`config.mk`:
```
export PLATFORM = sky130hd
export DESIGN_NAME = control_sequencer
export DESIGN_NICKNAME = d
export VERILOG_FILES = /design/src/rtl/ctrl_pkg.sv /design/src/rtl/jump_eval.sv /design/src/rtl/control_sequencer.sv
export SDC_FILE = /design/constraint.sdc
export NUM_CORES = 1
export LEC_CHECK = 0
export ABC_AREA = 0
export BUFFER_PORTS_ARGS = -buffer_cell sky130_fd_sc_hd__buf_2
export CORE_MARGIN = 4
export CORE_UTILIZATION = 45
export DETAILED_ROUTE_END_ITERATION = 8
export PLACE_DENSITY = 0.76
export SYNTH_ARGS = -nofsm -noshare
export SYNTH_HDL_FRONTEND = slang
export SYNTH_SLANG_ARGS = --single-unit
```
`constraint.sdc`:
```
create_clock -name clk -period 1.8 [get_ports clk]
set_input_delay 0.54 -clock clk [delete_from_list [all_inputs] [get_ports clk]]
set_output_delay 0.54 -clock clk [all_outputs]
set_load 0.005 [all_outputs]
```
`src/rtl/ctrl_pkg.sv`:
```
// Shared definitions for the control sequencer: state encoding, instruction
// field positions, operand select codes and jump condition codes.
package ctrl_pkg;

  typedef enum logic [1:0] {
    ST_FETCH   = 2'd0,
    ST_DECODE  = 2'd1,
    ST_EXECUTE = 2'd2,
    ST_STORE   = 2'd3
  } state_t;

  localparam int unsigned INSTR_W    = 16;
  localparam int unsigned TYPE_BIT   = 15;
  localparam int unsigned IMM_HI     = 14;
  localparam int unsigned DEST_A_BIT = 14;
  localparam int unsigned DEST_D_BIT = 13;
  localparam int unsigned DEST_M_BIT = 12;
  localparam int unsigned YSEL_HI    = 11;
  localparam int unsigned YSEL_LO    = 10;
  localparam int unsigned XSEL_HI    = 9;
  localparam int unsigned XSEL_LO    = 8;
  localparam int unsigned ZX_BIT     = 7;
  localparam int unsigned ZY_BIT     = 6;
  localparam int unsigned NO_BIT     = 5;
  localparam int unsigned OP_HI      = 4;
  localparam int unsigned OP_LO      = 3;
  localparam int unsigned JMP_HI     = 2;
  localparam int unsigned JMP_LO     = 0;

  typedef enum logic [1:0] {
    SEL_A   = 2'd0,
    SEL_D   = 2'd1,
    SEL_M   = 2'd2,
    SEL_ONE = 2'd3
  } sel_t;

  typedef enum logic [2:0] {
    JMP_NEVER        = 3'd0,
    JMP_NOT_NEG      = 3'd1,
    JMP_ZERO         = 3'd2,
    JMP_NOT_NEG_ZERO = 3'd3,
    JMP_NEG          = 3'd4,
    JMP_NOT_ZERO     = 3'd5,
    JMP_NEG_ZERO     = 3'd6,
    JMP_ALWAYS       = 3'd7
  } jump_t;

endpackage

```
`src/rtl/jump_eval.sv`:
```
// Combinational jump decision from a condition code and the ALU flags.
module jump_eval
  import ctrl_pkg::*;
(
  input  logic [2:0] cond,
  input  logic       neg,
  input  logic       zero,
  output logic       taken
);

  // Map each condition code onto the flag combination it tests.
  always_comb begin
    taken = 1'b0;
    case (jump_t'(cond))
      JMP_NEVER:        taken = 1'b0;
      JMP_NOT_NEG:      taken = ~neg;
      JMP_ZERO:         taken = zero;
      JMP_NOT_NEG_ZERO: taken = ~neg | zero;
      JMP_NEG:          taken = neg;
      JMP_NOT_ZERO:     taken = ~zero;
      JMP_NEG_ZERO:     taken = neg | zero;
      JMP_ALWAYS:       taken = 1'b1;
      default:          taken = 1'b0;
    endcase
  end

endmodule

```
`src/rtl/control_sequencer.sv`:
```
// Multi-cycle instruction sequencer: owns the PC, fetches over a valid
// handshake, decodes A/C instructions and drives ALU controls and the
// register-file write strobes.
//
// state   | meaning
// FETCH   | request imem at pc, wait for imem_valid, latch the word
// DECODE  | latch operands and jump target; stall while M is pending
// EXECUTE | ALU controls active, capture result flags
// STORE   | write strobes and retire for one cycle, update pc
module control_sequencer
  import ctrl_pkg::*;
#(
  parameter int unsigned DATA_W   = 16,
  parameter int unsigned PC_W     = 15,
  parameter int unsigned RESET_PC = 0
) (
  input  logic              clk,
  input  logic              rst,
  output logic [PC_W-1:0]   imem_addr,
  output logic              imem_req,
  input  logic              imem_valid,
  input  logic [15:0]       imem_data,
  input  logic [DATA_W-1:0] reg_a_in,
  input  logic [DATA_W-1:0] reg_d_in,
  input  logic [DATA_W-1:0] reg_m_in,
  input  logic              m_valid,
  input  logic              is_negative,
  input  logic              is_zero,
  output logic [DATA_W-1:0] x,
  output logic [DATA_W-1:0] y,
  output logic [1:0]        opcode,
  output logic              zero_x,
  output logic              zero_y,
  output logic              negate_output,
  output logic [DATA_W-1:0] imm_out,
  output logic              a_src_imm,
  output logic              reg_a_en,
  output logic              reg_d_en,
  output logic              reg_m_en,
  output logic [PC_W-1:0]   pc,
  output logic              retire
);

  localparam logic [PC_W-1:0] RESET_PC_V = PC_W'(RESET_PC);

  state_t              state_q, state_d;
  logic [INSTR_W-1:0]  instr_q;
  logic [DATA_W-1:0]   x_q, y_q, x_sel, y_sel;
  logic [PC_W-1:0]     pc_q, target_q, pc_next;
  logic                neg_q, zero_q;
  logic                is_a, uses_m, m_wait, taken;
  logic                fetch_ld, opnd_ld, flag_ld, pc_ld;
  logic [1:0]          xsel, ysel;
  logic [2:0]          jmp;

  assign is_a   = instr_q[TYPE_BIT];
  assign xsel   = instr_q[XSEL_HI:XSEL_LO];
  assign ysel   = instr_q[YSEL_HI:YSEL_LO];
  assign jmp    = instr_q[JMP_HI:JMP_LO];
  // Only an M reference makes the data-memory read matter.
  assign uses_m = (xsel == SEL_M) || (ysel == SEL_M);
  assign m_wait = uses_m && !m_valid;

  jump_eval u_jump_eval (
    .cond  (jmp),
    .neg   (neg_q),
    .zero  (zero_q),
    .taken (taken)
  );

  // A-instructions always fall through; the target is A before writeback.
  assign pc_next = (!is_a && taken) ? target_q : pc_q + PC_W'(1);

  // Operand multiplexers for the x and y ALU inputs.
  always_comb begin
    x_sel = '0;
    y_sel = '0;
    case (sel_t'(xsel))
      SEL_A:   x_sel = reg_a_in;
      SEL_D:   x_sel = reg_d_in;
      SEL_M:   x_sel = reg_m_in;
      default: x_sel = DATA_W'(1);
    endcase
    case (sel_t'(ysel))
      SEL_A:   y_sel = reg_a_in;
      SEL_D:   y_sel = reg_d_in;
      SEL_M:   y_sel = reg_m_in;
      default: y_sel = DATA_W'(1);
    endcase
  end

  // Next-state logic and per-state load enables.
  always_comb begin
    state_d  = state_q;
    fetch_ld = 1'b0;
    opnd_ld  = 1'b0;
    flag_ld  = 1'b0;
    pc_ld    = 1'b0;
    case (state_q)
      ST_FETCH: begin
        if (imem_valid) begin
          fetch_ld = 1'b1;
          state_d  = ST_DECODE;
        end
      end
      ST_DECODE: begin
        if (is_a) begin
          state_d = ST_STORE;
        end else if (!m_wait) begin
          opnd_ld = 1'b1;
          state_d = ST_EXECUTE;
        end
      end
      ST_EXECUTE: begin
        flag_ld = 1'b1;
        state_d = ST_STORE;
      end
      ST_STORE: begin
        pc_ld   = 1'b1;
        state_d = ST_FETCH;
      end
      default: state_d = ST_FETCH;
    endcase
  end

  // Output decode; everything is gated by state so a reset drops it at once.
  always_comb begin
    imem_req      = (state_q == ST_FETCH);
    opcode        = 2'b00;
    zero_x        = 1'b0;
    zero_y        = 1'b0;
    negate_output = 1'b0;
    reg_a_en      = 1'b0;
    reg_d_en      = 1'b0;
    reg_m_en      = 1'b0;
    a_src_imm     = 1'b0;
    retire        = 1'b0;
    if (state_q == ST_EXECUTE) begin
      opcode        = instr_q[OP_HI:OP_LO];
      zero_x        = instr_q[ZX_BIT];
      zero_y        = instr_q[ZY_BIT];
      negate_output = instr_q[NO_BIT];
    end
    if (state_q == ST_STORE) begin
      retire    = 1'b1;
      a_src_imm = is_a;
      reg_a_en  = is_a | instr_q[DEST_A_BIT];
      reg_d_en  = ~is_a & instr_q[DEST_D_BIT];
      reg_m_en  = ~is_a & instr_q[DEST_M_BIT];
    end
  end

  // State register.
  always_ff @(posedge clk or negedge rst) begin
    if (!rst) begin
      state_q <= ST_FETCH;
    end else begin
      state_q <= state_d;
    end
  end

  // Instruction, operand, flag and PC registers.
  always_ff @(posedge clk or negedge rst) begin
    if (!rst) begin
      instr_q  <= '0;
      x_q      <= '0;
      y_q      <= '0;
      target_q <= '0;
      neg_q    <= 1'b0;
      zero_q   <= 1'b0;
      pc_q     <= RESET_PC_V;
    end else begin
      if (fetch_ld) instr_q <= imem_data;
      if (opnd_ld) begin
        x_q      <= x_sel;
        y_q      <= y_sel;
        target_q <= reg_a_in[PC_W-1:0];
      end
      if (flag_ld) begin
        neg_q  <= is_negative;
        zero_q <= is_zero;
      end
      if (pc_ld) pc_q <= pc_next;
    end
  end

  assign imm_out   = is_a ? DATA_W'(instr_q[IMM_HI:0]) : '0;
  assign x         = x_q;
  assign y         = y_q;
  assign pc        = pc_q;
  assign imem_addr = pc_q;

endmodule

```
==> results of run 1 <==
flip-flops by register name, indices dropped and copies added (netlist names):
register	count
neg_q	1
instr_q	16
zero_q	1
imem_addr	15
target_q	15
y	16
x	16
state_q	2
metrics by stage:
step / instance area [um2] / total power, uW / utilization [%] / hold WS [ns]
floorplan: 4494 / 6997 / - / 0.2444
global placement: 5416 / 8757 / 55.67 / 0.4630
detailed placement: 5416 / 8993 / 55.67 / 0.4730
CTS: 5799 / 10860 / 59.61 / 0.2223
global route: 6081 / 12430 / 62.50 / 0.2380
finish: 6081 / 11570 / 62.50 / 0.1981
layer usage:
| metal | up-vias | routed length, um | GRT usage (%) |
|---|---|---|---|
| li1 | 1937 | - | - |
| met1 | 2011 | 5435 | 28.03 |
| met2 | 138 | 6837 | 36.90 |
| met3 | 33 | 675 | 3.599 |
| met4 | 0 | 379 | 10.01 |
| met5 | - | 0 | 0 |
Yosys cell counts, types with 14 or more instances:
cell type,number,share of area [%]
dfrtp_1,82,46
nand2_1,15,1.3
buf_4,18,3.0
mux2_1,14,3.5
nand3_1,21,2.3
a21oi_1,64,7.1
and2_1,21,2.9
clkbuf_1,15,1.3
mux2i_1,35,7.8
mux2_2,20,5.0
nor2_1,62,5.2
where the power goes:
part | switching [uW] | total [uW] | internal, uW
clock network | 667 | 1480 | 815
registers | 770 | 3570 | 2800
logic | 3110 | 6520 | 3410
cells by family after synthesis:
kind of cell / synth area share (%)
compound gates: 13.25
fa+ha+maj: 1.394
buf+inv: 6.386
flops: 45.73
mux: 16.34
other cells: 0.08358
simple gates: 16.82
worst max-delay path: stages (launching register included):
cell	delay, ns
dfrtp_2	0.47
buf_6	0.16
inv_4	0.06
and3_4	0.20
buf_6	0.09
layout make-up:
class / count / area, um2
Multi-Input combinational cell: 328 / 2263
Inverter: 8 / 32.53
Sequential cell: 82 / 2054
Fill cell: 800 / 3649
Timing Repair Buffer: 199 / 1345
Clock buffer: 11 / 141.4
Clock inverter: 5 / 77.57
Tap cell: 133 / 166.4
how the worst max path moves through the flow:
stage,endpoint,slack (ns),cells past startpoint
after floorplan,reg_d_en,0.01,5
after global placement,x[6],0.08,3
after detailed placement,imem_addr[14],0.03,6
after CTS,imem_req,-0.05,3
after global routing,imem_req,-0.13,3
final,reg_m_en,-0.08,4
what timing repair did:
item	in CTS	in global routing
cloned	2	3
setup endpoints to repair	25	63
buffers inserted	5	7
gates resized for setup	28	39
pin swaps	11	2
==> impl_metrics.env, run 1 <==
export IMPL_hold_viol=0
export IMPL_synthArstFlopShare_pct=100.0
export IMPL_yosysWarnings=0
export IMPL_nNetsFinal=703
export IMPL_total_leakage_power_uw=0.002868
export IMPL_critical_path_arrival_ns=1.34
export IMPL_timing_final_ws_setup_ns=-0.08112
export IMPL_reg2reg_from="state_q[1]"
export IMPL_seq_area_frac_synth_pct=45.73
export IMPL_violations="negative setup slack"
export IMPL_rsz0062_at_grt="yes"
export IMPL_wl_um=13330
export IMPL_slew_limit_headroom_pct=53.46
export IMPL_drc_errors=0
export IMPL_detail_route_wl_per_cell_um=17.40
export IMPL_p_per_area_mw_per_mm2=1902
export IMPL_root_buffer="clkbuf_8"
export IMPL_grt_total_usage_pct=22.09
export IMPL_diodes=0
export IMPL_final_cell_mix="137 x buf_2, 80 x dfrtp_1, 63 x a21oi_1, 62 x nor2_1, 35 x mux2i_1"
export IMPL_dp_cells=733
export IMPL_grt_max_degree=83
export IMPL_slew_viol_final=0
export IMPL_cp_max_fo=5
export IMPL_syn_to_final_growth_pct=35.53
export IMPL_antenna_found_initial=0
export IMPL_min_path_type="primary input to async pin"
export IMPL_place_ws_ns=0.02736
export IMPL_r2r_setup_slack_ns=-0.02
export IMPL_rows=36
export IMPL_core_area_mm2=0.009729
export IMPL_yosysUniqueCellTypes=42
export IMPL_reg2reg_depth=6
export IMPL_run_status="complete, but fails checks"
export IMPL_gp_routability_congestion=0.9203
export IMPL_cts_htree_levels=3
export IMPL_ant_nets=0
export IMPL_ios=159
export IMPL_syn_nets=539
export IMPL_drtIter0Drc=204
export IMPL_worstPathRequired_ns=1.26
export IMPL_layout_drive_gt1_share_pct=42.65
export IMPL_post_route_period_util_pct=104.5
export IMPL_grt_pass1_vias=4070
export IMPL_end_kind="output port"
export IMPL_instances_no_fill=766
export IMPL_max_slew_worst_pin_slew_ns=0.6950
export IMPL_worst_setup_path_start_kind="flop"
export IMPL_cts_sinks=82
export IMPL_start_util_pct=46.12
export IMPL_min_period_ns=1.881
export IMPL_holdBufCountCts=0
export IMPL_tritoncts="built"
export IMPL_clk_pin_slew_ns=0.08
export IMPL_die_height_um=107.9
export IMPL_chipWidth_um=107.9
export IMPL_port_buffers=157
export IMPL_numCtsBuffers=9
export IMPL_mostFrequentLayoutCell="buf_2"
export IMPL_overflow=0
export IMPL_viasPerCell=5.377
export IMPL_syn_avg_cell_area_um2=9.670
export IMPL_clk_latency_ns=0.36
export IMPL_max_freq_mhz=531.6
export IMPL_vdd_ir_drop_max_mv=0.8163
export IMPL_synth_seq_cells=82
export IMPL_synthFlopType="dfrtp_1"
export IMPL_cap_viol_max_count=0
export IMPL_drtPass1Iterations=4
export IMPL_synth_edf_count=0
export IMPL_synth_area_mm2=0.004487
export IMPL_grt_pass1_wl_um=20270
export IMPL_post_dp_hpwl_um=9022
export IMPL_startpoint="instr_q[15]"
export IMPL_route_vias_total=4119
export IMPL_dieArea_mm2=0.01163
export IMPL_r2r_end="target_q[12]"
export IMPL_final_setup_tns_ns=-0.5200
export IMPL_skew_ns=0.007280
export IMPL_finalSetupViolations=16
export IMPL_clock_path_buffers=2
export IMPL_synth_cells=464
export IMPL_critPathKind="flop to output port"
No activity file was read; power rests on OpenSTA's default activity.
==> inputs of run 2 (changes only) <==
--- a/config.mk
+++ b/config.mk
@@ -10,6 +10,7 @@
 export CORE_MARGIN = 4
 export CORE_UTILIZATION = 45
 export DETAILED_ROUTE_END_ITERATION = 8
+export MAX_ROUTING_LAYER = met4
 export PLACE_DENSITY = 0.76
 export SYNTH_ARGS = -nofsm -noshare
 export SYNTH_HDL_FRONTEND = slang
==> impl_metrics.env, run 2 (synthesis gave the netlist of run 1 again) <==
export IMPL_clk_latency_ns=0.37
export IMPL_cap_viol_max_count=0
export IMPL_core_area_mm2=0.009729
export IMPL_port_buffers=157
export IMPL_root_buffer="clkbuf_8"
export IMPL_rsz0062_at_grt="yes"
export IMPL_final_seq_area_mm2=0.002054
export IMPL_numCtsBuffers=9
export IMPL_switching_share_pct=39.52
export IMPL_cp_max_fo=6
export IMPL_holdBufCountCts=0
export IMPL_max_freq_mhz=525.2
export IMPL_post_dp_hpwl_um=9027
export IMPL_p_per_area_mw_per_mm2=1913
export IMPL_route_vias_total=4172
export IMPL_grt_pass1_vias=4116
export IMPL_slew_viol_final=0
export IMPL_final_cell_mix="147 x buf_2, 80 x dfrtp_1, 63 x a21oi_1, 62 x nor2_1, 35 x mux2i_1"
export IMPL_total_leakage_power_uw=0.002843
export IMPL_final_setup_tns_ns=-1.027
export IMPL_cts_sinks=82
export IMPL_vdd_ir_drop_max_mv=0.9223
export IMPL_end_kind="output port"
export IMPL_overflow=0
export IMPL_mostFrequentLayoutCell="buf_2"
export IMPL_clock_path_buffers=2
export IMPL_tritoncts="built"
export IMPL_syn_to_final_growth_pct=34.24
export IMPL_holdWs_ns=0.1879
export IMPL_hold_viol=0
export IMPL_fillers=803
export IMPL_start_util_pct=46.12
export IMPL_dp_cells=733
export IMPL_viasPerCell=5.446
export IMPL_grt_total_usage_pct=22.56
export IMPL_rows=36
export IMPL_skew_ns=0.01002
export IMPL_multiInputGateArea_mm2=0.002238
export IMPL_dieArea_mm2=0.01163
export IMPL_p_comb_share_pct=54.8
export IMPL_cp_buffers_inverters=2
export IMPL_slew_limit_headroom_pct=54.14
export IMPL_p_int_uw=6970
export IMPL_gp_routability_congestion=0.9086
export IMPL_p_switching_uw=4555
export IMPL_die_height_um=107.9
export IMPL_clock_power_share_pct=14.5
export IMPL_layout_drive_gt1_share_pct=41.23
export IMPL_violations="negative setup slack"
export IMPL_ios=159
export IMPL_grt_max_degree=83
export IMPL_detail_route_wl_per_cell_um=17.29
export IMPL_clk_pin_slew_ns=0.08
export IMPL_timing_final_ws_setup_ns=-0.1042
export IMPL_path_cells="inv_2 -> ha_4 -> and2_1 -> buf_2"
export IMPL_drc_errors=0
export IMPL_ant_nets=0
export IMPL_critPathKind="flop to output port"
export IMPL_cpMaxStageDelayCell="dfrtp_1"
export IMPL_antenna_found_initial=0
export IMPL_p_seq_share_pct=30.7
export IMPL_cts_htree_levels=3
export IMPL_grt_pass1_wl_um=20130
export IMPL_max_slew_worst_pin_slew_ns=0.6848
export IMPL_critical_path_arrival_ns=1.36
export IMPL_run_status="complete, but fails checks"
export IMPL_diodes=0
export IMPL_min_period_ns=1.904
export IMPL_drtIter0Drc=222
export IMPL_critical_path_top_delay_family="flip-flops"
export IMPL_critPathMaxStageDelay_ns=0.44
export IMPL_drtPass1Iterations=4
export IMPL_nNetsFinal=703
export IMPL_finalSetupViolations=29
export IMPL_worstPathRequired_ns=1.26
export IMPL_instances_no_fill=766
export IMPL_min_path_type="primary input to async pin"
export IMPL_chipWidth_um=107.9
export IMPL_wl_um=13240
export IMPL_post_route_period_util_pct=105.8
export IMPL_worst_setup_path_start_kind="flop"
-- run 2: cell count changes in the layout (fill, tap and decap cells not counted), moves of 2 or more --
cell      previous run  this run
buf_6               29        17
and2_1               3        14
and2_4              18         7
buf_2              137       147
clkinv_2             2         0
-- run 2: final cells by class --
class | count | area share, %
clock inverters | 6 | 1.890
flip-flops and latches | 82 | 34.11
clock buffers | 10 | 2.285
inverters | 8 | 0.4985
repair buffers | 199 | 21.29
well taps | 133 | 2.763
multi-input cells | 328 | 37.16
-- run 2: path summary, 6_finish.rpt --
kind,from,end,slack (ns),cells past startpoint
setup / recovery,state_q[0],opcode[1],-0.10,4
hold / removal,rst,y[14],0.19,2
hold reg to reg,target_q[3],target_q[3],0.50,1
setup reg to reg,state_q[1],target_q[7],-0.05,6
min in group clk,imem_data[11],instr_q[11],0.40,2
max in group asynchronous,rst,instr_q[15],1.23,2
-- run 2: repair_timing --
item,4_1_cts,5_1_grt
gates cloned,2,2
pin swaps,8,2
buffers inserted,6,7
setup endpoints to repair,25,71
resized for setup,15,30
-- run 2: per-layer routing --
metal | wire length [um] | GRT usage (%) | vias up | share of wire [%]
li1 | - | - | 1933 | -
met4 | 235 | 8.025 | 0 | 1.8
met2 | 6937 | 37.52 | 140 | 52
met5 | 0 | - | - | 0
met1 | 5470 | 28.28 | 2074 | 41
met3 | 599 | 3.119 | 25 | 4.5
-- run 2: per-stage QoR --
| stage | power [uW] | setup WS, ns | area (um2) | utilization [%] |
|---|---|---|---|---|
| after CTS | 10950 | -0.05821 | 5782 | 59.43 |
| after global routing | 12360 | -0.1261 | 6023 | 61.91 |
| after floorplan | 6997 | 0.01118 | 4494 | - |
| after global placement | 8769 | 0.08540 | 5416 | 55.67 |
| final | 11530 | -0.1042 | 6023 | 61.91 |
| after detailed placement | 9000 | 0.03512 | 5416 | 55.67 |
-- run 2: power by group through the flow --
| stage | sequential [uW] | clock (uW) | combinational [uW] |
|---|---|---|---|
| global placement | 3450 | 0 | 5310 |
| detailed placement | 3500 | 0 | 5500 |
| global route | 3650 | 1790 | 6920 |
| finish | 3540 | 1680 | 6310 |
| CTS | 3500 | 1700 | 5750 |
| floorplan | 3400 | 0 | 3600 |
==> inputs of run 3 (changes only) <==
--- a/config.mk
+++ b/config.mk
@@ -12,6 +12,7 @@
 export DETAILED_ROUTE_END_ITERATION = 8
 export MAX_ROUTING_LAYER = met4
 export PLACE_DENSITY = 0.76
+export RECOVER_POWER = 25
 export SYNTH_ARGS = -nofsm -noshare
 export SYNTH_HDL_FRONTEND = slang
 export SYNTH_SLANG_ARGS = --single-unit
==> impl_metrics.env, run 3 (synthesis gave the netlist of run 1 again) <==
export IMPL_run_status="complete, but fails checks"
export IMPL_violations="negative setup slack"
export IMPL_wl_um=13260
export IMPL_min_period_ns=1.905
export IMPL_clock_path_buffers=2
export IMPL_p_comb_share_pct=54.8
export IMPL_clk_pin_slew_ns=0.08
export IMPL_mostFrequentLayoutCell="buf_2"
export IMPL_critical_path_arrival_ns=1.36
export IMPL_die_height_um=107.9
export IMPL_rows=36
export IMPL_syn_to_final_growth_pct=33.97
export IMPL_drc_errors=0
export IMPL_dieArea_mm2=0.01163
export IMPL_port_buffers=157
export IMPL_detail_route_wl_per_cell_um=17.31
export IMPL_report_power_total_uw=11520
export IMPL_post_dp_hpwl_um=9027
export IMPL_gp_routability_congestion=0.9086
export IMPL_tritoncts="built"
export IMPL_min_path_type="primary input to flop"
export IMPL_antenna_found_initial=0
export IMPL_worstPathRequired_ns=1.26
export IMPL_grt_total_usage_pct=22.56
export IMPL_slew_viol_final=0
export IMPL_finish_utilization_pct=61.78
export IMPL_clk_latency_ns=0.36
export IMPL_total_leakage_power_uw=0.002838
export IMPL_grt_pass1_wl_um=20130
export IMPL_cp_max_fo=6
export IMPL_holdPathStages=3
export IMPL_layout_drive_gt1_share_pct=41.23
export IMPL_grt_max_degree=83
export IMPL_switching_share_pct=39.55
export IMPL_numCtsBuffers=9
export IMPL_finalSetupViolations=37
export IMPL_viasPerCell=5.448
export IMPL_end_kind="output port"
export IMPL_start_util_pct=46.12
export IMPL_cap_viol_max_count=0
export IMPL_holdWs_ns=0.4045
export IMPL_post_route_period_util_pct=105.8
export IMPL_drtPass1Iterations=5
export IMPL_chipWidth_um=107.9
export IMPL_timing_final_ws_setup_ns=-0.1047
export IMPL_fillers=805
export IMPL_p_int_uw=6966
export IMPL_vdd_ir_drop_max_mv=0.9227
export IMPL_ant_nets=0
export IMPL_route_vias_total=4173
export IMPL_p_per_area_mw_per_mm2=1917
export IMPL_p_switching_uw=4558
export IMPL_slew_limit_headroom_pct=24.43
export IMPL_overflow=0
export IMPL_max_freq_mhz=525.0
export IMPL_cts_htree_levels=3
export IMPL_nNetsFinal=703
export IMPL_ios=159
export IMPL_core_area_mm2=0.009729
export IMPL_rsz0062_at_grt="yes"
export IMPL_critPathKind="flop to output port"
export IMPL_clock_power_share_pct=14.5
export IMPL_final_cell_mix="147 x buf_2, 80 x dfrtp_1, 63 x a21oi_1, 62 x nor2_1, 35 x mux2i_1"
export IMPL_reg2reg_depth=6
export IMPL_skew_ns=0.009623
export IMPL_p_seq_share_pct=30.7
export IMPL_drtIter0Drc=231
export IMPL_worst_setup_path_start_kind="flop"
export IMPL_cts_sinks=82
export IMPL_hold_viol=0
export IMPL_max_slew_worst_pin_slew_ns=1.134
export IMPL_root_buffer="clkbuf_8"
export IMPL_diodes=0
export IMPL_grt_pass1_vias=4116
-- run 3: worst paths after layout --
path	start	end	slack (ns)
setup / recovery	state_q[0]	opcode[1]	-0.10
setup reg to reg	state_q[1]	target_q[7]	-0.05
hold / removal	is_negative	neg_q	0.40
hold reg to reg	target_q[3]	target_q[3]	0.50
min in group asynchronous	rst	y[14]	0.51
max in group asynchronous	rst	instr_q[15]	0.48
-- run 3: final cells by class --
class | instances | area, um2 | share of cell area [%]
Clock inverter | 6 | 113.9 | 1.894
Tap cell | 133 | 166.4 | 2.769
Multi-Input combinational cell | 328 | 2238 | 37.24
Sequential cell | 82 | 2054 | 34.18
Inverter | 8 | 30.03 | 0.4996
Timing Repair Buffer | 199 | 1270 | 21.13
Clock buffer | 10 | 137.6 | 2.290
-- run 3: per-layer routing --
layer / global-route usage (%) / wire length (um) / vias to the layer above
met1: 28.28 / 5513 / 2095
met2: 37.52 / 6958 / 122
met4: 8.025 / 239 / 0
met5: - / 0 / -
li1: - / - / 1932
met3: 3.119 / 548 / 24
-- run 3: repair_timing --
| item | CTS | global route |
|---|---|---|
| pin swaps | 8 | 2 |
| hold buffers | 0 | 0 |
| cloned | 2 | 2 |
| endpoints found under the setup margin | 25 | 71 |
| setup buffers | 6 | 7 |
| resized for setup | 15 | 30 |
-- run 3: metrics by stage --
stage          cells  worst slack, ns  TNS (ns)  area (um2)
5_1_grt          766          -0.1261    -3.919        6011
2_1_floorplan    464          0.01118         0        4494
6_report         766          -0.1047    -1.108        6011
4_1_cts          757         -0.05821   -0.4849        5782
3_5_place_dp     733          0.03512         0        5416
3_3_place_gp     733          0.08540         0        5416
-- run 3: critical path: stages, from the launching register on --
cell and delay (ns):
dfrtp_1 0.44, inv_2 0.12, ha_4 0.18, and2_1 0.15, buf_2 0.13
-- run 3: power groups by stage --
stage	Clock [uW]	Sequential [uW]	Combinational (uW)
after floorplan	0	3400	3600
after global placement	0	3450	5310
after detailed placement	0	3500	5500
after CTS	1700	3500	5750
after global routing	1790	3650	6910
final	1670	3540	6320
